[config.mk]
export PLATFORM = sky130hd
export DESIGN_NAME = weight_init_sequencer
export DESIGN_NICKNAME = d
export VERILOG_FILES = /design/src/rtl/weight_init_sequencer.sv
export SDC_FILE = /design/constraint.sdc
export NUM_CORES = 1
export LEC_CHECK = 0
export CAP_MARGIN = 15
export CORE_MARGIN = 2
export CORE_UTILIZATION = 31
export CTS_CLUSTER_DIAMETER = 100
export DETAILED_ROUTE_END_ITERATION = 12
export HOLD_SLACK_MARGIN = 0.03
export PLACE_DENSITY = 0.64
export SYNTH_ARGS = -nofsm -noshare
export SYNTH_HDL_FRONTEND = slang
export SYNTH_SLANG_ARGS = --single-unit
[constraint.sdc]
create_clock -name Clock -period 5.4 [get_ports Clock]
set_input_delay 1.35 -clock Clock [delete_from_list [all_inputs] [get_ports Clock]]
set_output_delay 1.35 -clock Clock [all_outputs]
set_load 0.005 [all_outputs]
[src/rtl/weight_init_sequencer.sv]
// Writes NUM_WEIGHTS LFSR-derived signed weights into the weight RAM, then reads
// every word back against the regenerated sequence and reports Done/Error.
module weight_init_sequencer #(
  parameter int                NUM_WEIGHTS = 100,
  parameter int                ADDR_W      = 7,
  parameter int                DATA_W      = 10,
  parameter logic [DATA_W-1:0] SEED        = 10'h2A5,
  parameter int                SHIFT       = 2
) (
  input  logic                     Clock,
  input  logic                     Rst,
  input  logic                     Start,
  input  logic                     wr_ready,
  output logic                     wr_en,
  output logic        [ADDR_W-1:0] wr_addr,
  output logic signed [DATA_W-1:0] wr_data,
  output logic                     rd_en,
  output logic        [ADDR_W-1:0] rd_addr,
  input  logic signed [DATA_W-1:0] rd_data,
  output logic                     Busy,
  output logic                     Done,
  output logic                     Error,
  output logic        [ADDR_W-1:0] err_addr
);

  typedef enum logic [2:0] {IDLE, WRITE, VREQ, VCHK, DONE} state_t;

  localparam logic [DATA_W-1:0] SEED_EFF = (SEED == '0) ? DATA_W'(1) : SEED;
  localparam logic [ADDR_W-1:0] LAST     = ADDR_W'(NUM_WEIGHTS - 1);

  state_t             state_reg;
  logic [DATA_W-1:0]  lfsr_reg;
  logic [ADDR_W-1:0]  addr_reg;
  logic               fin_reg;
  logic               mismatch_reg;

  logic [DATA_W-1:0]  lfsr_next;
  logic [ADDR_W-1:0]  addr_next;

  // x^10 + x^7 + 1, maximal length
  assign lfsr_next = {lfsr_reg[8:0], lfsr_reg[9] ^ lfsr_reg[6]};
  assign addr_next = addr_reg + ADDR_W'(1);

  function automatic logic signed [DATA_W-1:0] weight_of(input logic [DATA_W-1:0] v);
    return $signed(v) >>> SHIFT;
  endfunction

  always_ff @(posedge Clock or negedge Rst) begin
    if (!Rst) begin
      state_reg    <= IDLE;
      lfsr_reg     <= SEED_EFF;
      addr_reg     <= '0;
      fin_reg      <= 1'b0;
      mismatch_reg <= 1'b0;
      wr_en        <= 1'b0;
      wr_addr      <= '0;
      wr_data      <= '0;
      rd_en        <= 1'b0;
      rd_addr      <= '0;
      Busy         <= 1'b0;
      Done         <= 1'b0;
      Error        <= 1'b0;
      err_addr     <= '0;
    end else begin
      unique case (state_reg)
        IDLE, DONE: begin
          if (Start) begin
            state_reg    <= WRITE;
            lfsr_reg     <= SEED_EFF;
            addr_reg     <= '0;
            fin_reg      <= 1'b0;
            mismatch_reg <= 1'b0;
            wr_en        <= 1'b1;
            wr_addr      <= '0;
            wr_data      <= weight_of(SEED_EFF);
            Busy         <= 1'b1;
            Done         <= 1'b0;
            Error        <= 1'b0;
            err_addr     <= '0;
          end
        end
        WRITE: begin
          // wr_en is always high here, so wr_ready alone marks a transfer
          if (wr_ready) begin
            if (addr_reg == LAST) begin
              state_reg <= VREQ;
              lfsr_reg  <= SEED_EFF;
              addr_reg  <= '0;
              wr_en     <= 1'b0;
              rd_en     <= 1'b1;
              rd_addr   <= '0;
            end else begin
              lfsr_reg  <= lfsr_next;
              addr_reg  <= addr_next;
              wr_addr   <= addr_next;
              wr_data   <= weight_of(lfsr_next);
            end
          end
        end
        VREQ: begin
          rd_en     <= 1'b0;
          state_reg <= VCHK;
        end
        VCHK: begin
          // The verdict is latched for one cycle before Done/Error are published.
          if (fin_reg) begin
            state_reg <= DONE;
            Busy      <= 1'b0;
            Done      <= 1'b1;
            Error     <= mismatch_reg;
            if (mismatch_reg) err_addr <= addr_reg;
          end else if (rd_data != weight_of(lfsr_reg)) begin
            mismatch_reg <= 1'b1;
            fin_reg      <= 1'b1;
          end else if (addr_reg == LAST) begin
            fin_reg <= 1'b1;
          end else begin
            lfsr_reg  <= lfsr_next;
            addr_reg  <= addr_next;
            rd_en     <= 1'b1;
            rd_addr   <= addr_next;
            state_reg <= VREQ;
          end
        end
        default: state_reg <= IDLE;
      endcase
    end
  end

endmodule

# Yosys cells after proc, flatten, opt, wreduce, memory -nomap -nowiden
# Cells that the tools add are included.
[totals] reg_bits=58 latchBits=0 ramBits=0 mem_bits_ro=0 input_bits=14 output_inout_bits=36 memories=0
[op_classes] add_sub_neg=1 mul=0 n_div=0 magnitude_cmp=0 eq_ne=18 shifts=0 n_mux=57 bitwise_logic=1 reduce_logical=17
[ops] cell="$mux 10" n=9
[ops] cell="$mux 7" n=11
[ops] cell="$pmux 7 s2" n=3
[ops] cell="$pmux 10 s3" n=1
[ops] cell="$pmux 7 s3" n=1
[ops] cell="$ne 2x2->1 const B" n=10
[ops] cell="$pmux 10 s2" n=1
[ops] cell="$mux 3" n=6
[ops] cell="$reduce_and 6->1" n=3
[ops] cell="$mux 1" n=17
[ops] cell="$reduce_and 4->1" n=4
[ops] cell="$pmux 1 s2" n=6
[ops] cell="$pmux 3 s4" n=1
[ops] cell="$ne 10x8->1" n=1
[ops] cell="$add 7x1->7 const B" n=1
[ops] cell="$eq 7x7->1 const B" n=1
[ops] cell="$eq 3x2->1 const B" n=2
[ops] cell="$ne 3x3->1 const B" n=2
[ops] cell="$reduce_bool 2->1" n=3
[ops] cell="$reduce_bool 3->1" n=2
[ops] cell="$reduce_and 5->1" n=1
[ops] cell="$eq 3x1->1 const B" n=1
[ops] cell="$eq 3x3->1 const B" n=1
[ops] cell="$logic_not 3->1" n=1
[ops] cell="other kinds (5)" n=5

# Depth between registers and ports, before layout
[logic_depth] depth_word=5 mapped_depth=8 mapped_depth_nobuf=7

# Worst setup path before layout
# Ideal clock, no wire load.
[synth_path] path_kind="input -> register" from="in rd_data[7]" to="reg rd_addr[0]" setup_ns=0.125 arrival_time_ns=2.671 path_slack_ns=2.603 path_stages=6 cell_sequence="nor4_1 o211ai_1 nor4_4 o21a_1 buf_4 mux2_4"
[synth_between] elab_chain_len=3
[synth_lines] element="start: declaration" line="19" text="input logic signed [DATA_W-1:0] rd_data,"
[synth_lines] element="$ne 10x8->1" line="112" text="end else if (rd_data != weight_of(lfsr_reg)) begin"
[synth_lines] element="$ne 2x2->1 (no line)"
[synth_lines] element="$reduce_and 6->1 (no line)"
[synth_lines] element="end signal: assignment" line="121" text="rd_addr <= addr_next;"
[synth_lines] element="end: declaration" line="18" text="output logic [ADDR_W-1:0] rd_addr,"
# No other way between the ends.
# A chain may end at the register's enable or synchronous reset.

# Worst setup path in the final report
[layout_path] from="in rd_data[5]" to="reg rd_addr[6]"
# Same word-level chain as after synthesis.

==> reports/summary.log <==
qor: sta.unrepaired_setup_endpoints_after_global_routing false
qor: sta.fin_worst_skew 0.009344 ns
qor: grt.grt_start_max_net_pins 57
qor: sta.highest_clock_rate 310.3 MHz
qor: placed_design.dp.final_hpwl 3932 microns
qor: grt.grt.total_usage 13.43%
qor: routing.wl 5541 microns
qor: sta.period_needed 3.223 ns
qor: floorplanning.ioPinCount 50
qor: routing.drt_iter0_drc 130
qor: grt.gr-total-overflow 0
qor: grt.grt_pass1_vias 1875
qor: yosys.largest_cells_by_area_after_synthesis sky130_fd_sc_hd__dfrtp_1 51%, sky130_fd_sc_hd__a22o_1 5.9%, sky130_fd_sc_hd__dfstp_2 5.2%
qor: sta.worst_hold_slack 0.4826 ns
qor: floorplanning.die_area 8875 sq um
qor: routing.route.antenna.remaining_nets 0
qor: floorplanning.rows 32
qor: sta.fin_setup_tns 0 ns
qor: yosys.synth.yosys.warnings 0
qor: flow_run.drv_cap 0
qor: yosys.synth_most_common_cell sky130_fd_sc_hd__dfrtp_1
qor: clock_tree.clock_insertion_delay_worst_skew 0.32 ns
qor: sta.final_critical_path_setup_slack 2.177 ns
qor: clock_tree.clock-sinks 56
qor: setup_path.nature_of_the_critical_path_endpoint flop
qor: floorplanning.coreArea 7807 sq um
qor: clock_tree.cts_inserted_buffers 5
qor: cells_and_area.finish.net_count 282
qor: yosys.synthArstFlopShare 100.0%
qor: clock_tree.cts.path.max_buffers 2
qor: routing.vias_per_cell 4.935
qor: floorplanning.initial_core_utilization 32.31%
qor: yosys.syn_area 2522 sq um
qor: floorplanning.fp.dieW 94.21 microns
qor: setup_path.critical_path_peak_fanout 9
qor: routing.detail_route.wl_per_cell 14.98 microns
qor: setup_path.worstPathCellList clkdlybuf4s50_1 > xnor2_1 > nand3_1 > nor4_4 > o21a_1 > mux2_4
qor: pwr.power.density 358.1 nW/um^2
qor: setup_path.critPathArrivalTime 3.43 ns
qor: floorplanning.dieHeight 94.21 microns
qor: sta.setup-violations-final 0
qor: setup_path.critical_path_required 5.61 ns
qor: yosys.synth_fp_nets 238
qor: sta.report.final.hold_viol_count 0
qor: placed_design.place_congestion 0.8003
qor: cells_and_area.nFillCells 766
qor: clock_tree.cts-htree-levels 2
qor: yosys.synth_enable_flop_cells 0
qor: pwr.ir_worst_vdd 0.1345 mV
qor: clock_tree.clk_transition_reported_paths 0.10 ns
qor: routing.count_of_tritonroute_iterations_in_the_first_routing_pass 6
qor: clock_tree.post_cts_resize_count 0
qor: placed_design.placement.io_buffers 49
qor: placed_design.pre_cts_ws 1.829 ns
qor: yosys.post_synth_top_area_share 50.60%
qor: setup_path.cp-start-kind input port
qor: yosys.netlist_top_cells_count 51 x sky130_fd_sc_hd__dfrtp_1, 28 x sky130_fd_sc_hd__nand2_1, 17 x sky130_fd_sc_hd__a22o_1, 10 x sky130_fd_sc_hd__nor2b_1, 9 x sky130_fd_sc_hd__o21ai_0
qor: setup_path.slowest_cell_on_the_critical_path sky130_fd_sc_hd__nor4_4
qor: clock_tree.cts.hold.buffers_added 0
qor: grt.grt_first_pass_wirelength 9301 microns
qor: cells_and_area.final_core_utilization 40.77%
qor: yosys.synth_area_per_cell 11.31 sq um
qor: yosys.synth-main-ff-cell sky130_fd_sc_hd__dfrtp_1
qor: status.run_status complete, no violations
qor: yosys.post_synth_num_cell_types 44
qor: yosys.yosysTopAreaCell sky130_fd_sc_hd__dfrtp_1
qor: yosys.ys_ff_latch 56
qor: routing.drc 0
qor: pwr.leakage 0.001323 uW
qor: cells_and_area.n_antenna_cell 0
qor: hold_path.hp-class flop to flop
qor: cells_and_area.number_of_flip_flops_under_the_largest_register_name 10
qor: sta.timing.final.max_slew_violations 0
qor: clock_tree.clock-root-buffer sky130_fd_sc_hd__clkbuf_8
qor: sta.worst_slew_pin_slew 0.8634 ns
qor: sta.maxSlewHeadroom 42.44%
qor: sta.min_period_over_period 59.69%
qor: cells_and_area.final_layout_size_suffix_gt1_share 11.57%
qor: clock_tree.cts_tree done
qor: yosys.netlist_instances 223
qor: setup_path.critical_path_class input port to flop
qor: clock_tree.cts.repair_timing.setup_buffer_count 0
qor: routing.dr_total_vias 1826
qor: cells_and_area.area_growth_syn_to_layout 26.19%
qor: yosys.seq_area_frac_synth 55.80%
qor: setup_path.critPathMaxStageDelay 0.56 ns
qor: grt.grt_antenna_before_repair 0
[critical path: cells and delay by family]
family / cells / cell delay [ns]
muxes: 1 / 0.34
and+or+nand+nor: 2 / 0.70
buffers and inverters: 1 / 0.47
xor gates and xnor gates: 1 / 0.13
AOI/OAI and AO/OA: 1 / 0.44
[final cells by class]
type | count | area, sq um | share of cell area [%]
timing repair buffer | 50 | 493.0 | 15.49
clock inverter | 3 | 47.55 | 1.494
clock buffer | 5 | 68.82 | 2.162
inverter | 4 | 15.01 | 0.4717
multi-input combinational | 150 | 1023 | 32.15
sequential | 56 | 1408 | 44.22
tap | 102 | 127.6 | 4.009
[kinds of logic (layout without fill, tap and decap cells)]
group,after synthesis,count (layout),synth area share [%]
muxes,6,6,3.373
DFF,56,56,55.80
buffers and inverters,17,62,3.621
and+or+nand+nor,66,66,13.49
xor gates and xnor gates,13,13,4.514
adders and majority gates,1,1,0.4960
AOI/OAI and AO/OA,64,64,18.70
[power breakdown]
group / switching (uW) / internal, uW / leakage, uW / total (uW)
logic: 108 / 155 / 0.000563 / 263
clock network: 142 / 140 / 0.0000583 / 282
registers: 91.0 / 504 / 0.000702 / 595
[final timing paths]
kind                              start  cells past startpoint      endpoint  slack [ns]
max in group asynchronous           Rst                      2         Error        3.77
max                          rd_data[5]                      6    rd_addr[6]        2.18
max reg2reg                 addr_reg[0]                      6   lfsr_reg[4]        2.79
min in group asynchronous           Rst                      2    rd_addr[0]        1.15
min reg2reg                mismatch_reg                      2  mismatch_reg        0.48
min                        mismatch_reg                      2  mismatch_reg        0.48
[per-layer routing]
layer  vias up  track usage (%)  routed length (microns)
met1       889            18.04                     2632
met3         7            2.809                      198
li1        885                -                        -
met2        45            21.31                     2632
met4         0            5.072                       77
met5         -                0                        0
[placed cells by master, fill, tap and decap left out, types with 6 or more instances in the layout]
cell                              count
sky130_fd_sc_hd__dfrtp_1             51
sky130_fd_sc_hd__clkdlybuf4s50_1     48
sky130_fd_sc_hd__nand2_1             28
sky130_fd_sc_hd__a22o_1              17
sky130_fd_sc_hd__nor2b_1             10
sky130_fd_sc_hd__o21ai_0              9
sky130_fd_sc_hd__nor2_1               8
sky130_fd_sc_hd__a21oi_1              8
sky130_fd_sc_hd__nand3_1              8
sky130_fd_sc_hd__xnor2_1              8
sky130_fd_sc_hd__o21ai_1              6
sky130_fd_sc_hd__o22a_1               6
[metrics by stage]
stage / area [sq um] / cells / total power [uW]
CTS: 3183 / 370 / 1153
detailed placement: 3067 / 362 / 869.3
finish: 3183 / 370 / 1140
global route: 3183 / 370 / 1206
global placement: 3067 / 362 / 864.2
floorplan: 2522 / 223 / 728.4
Note: power is estimated with default switching activity, not from simulation.
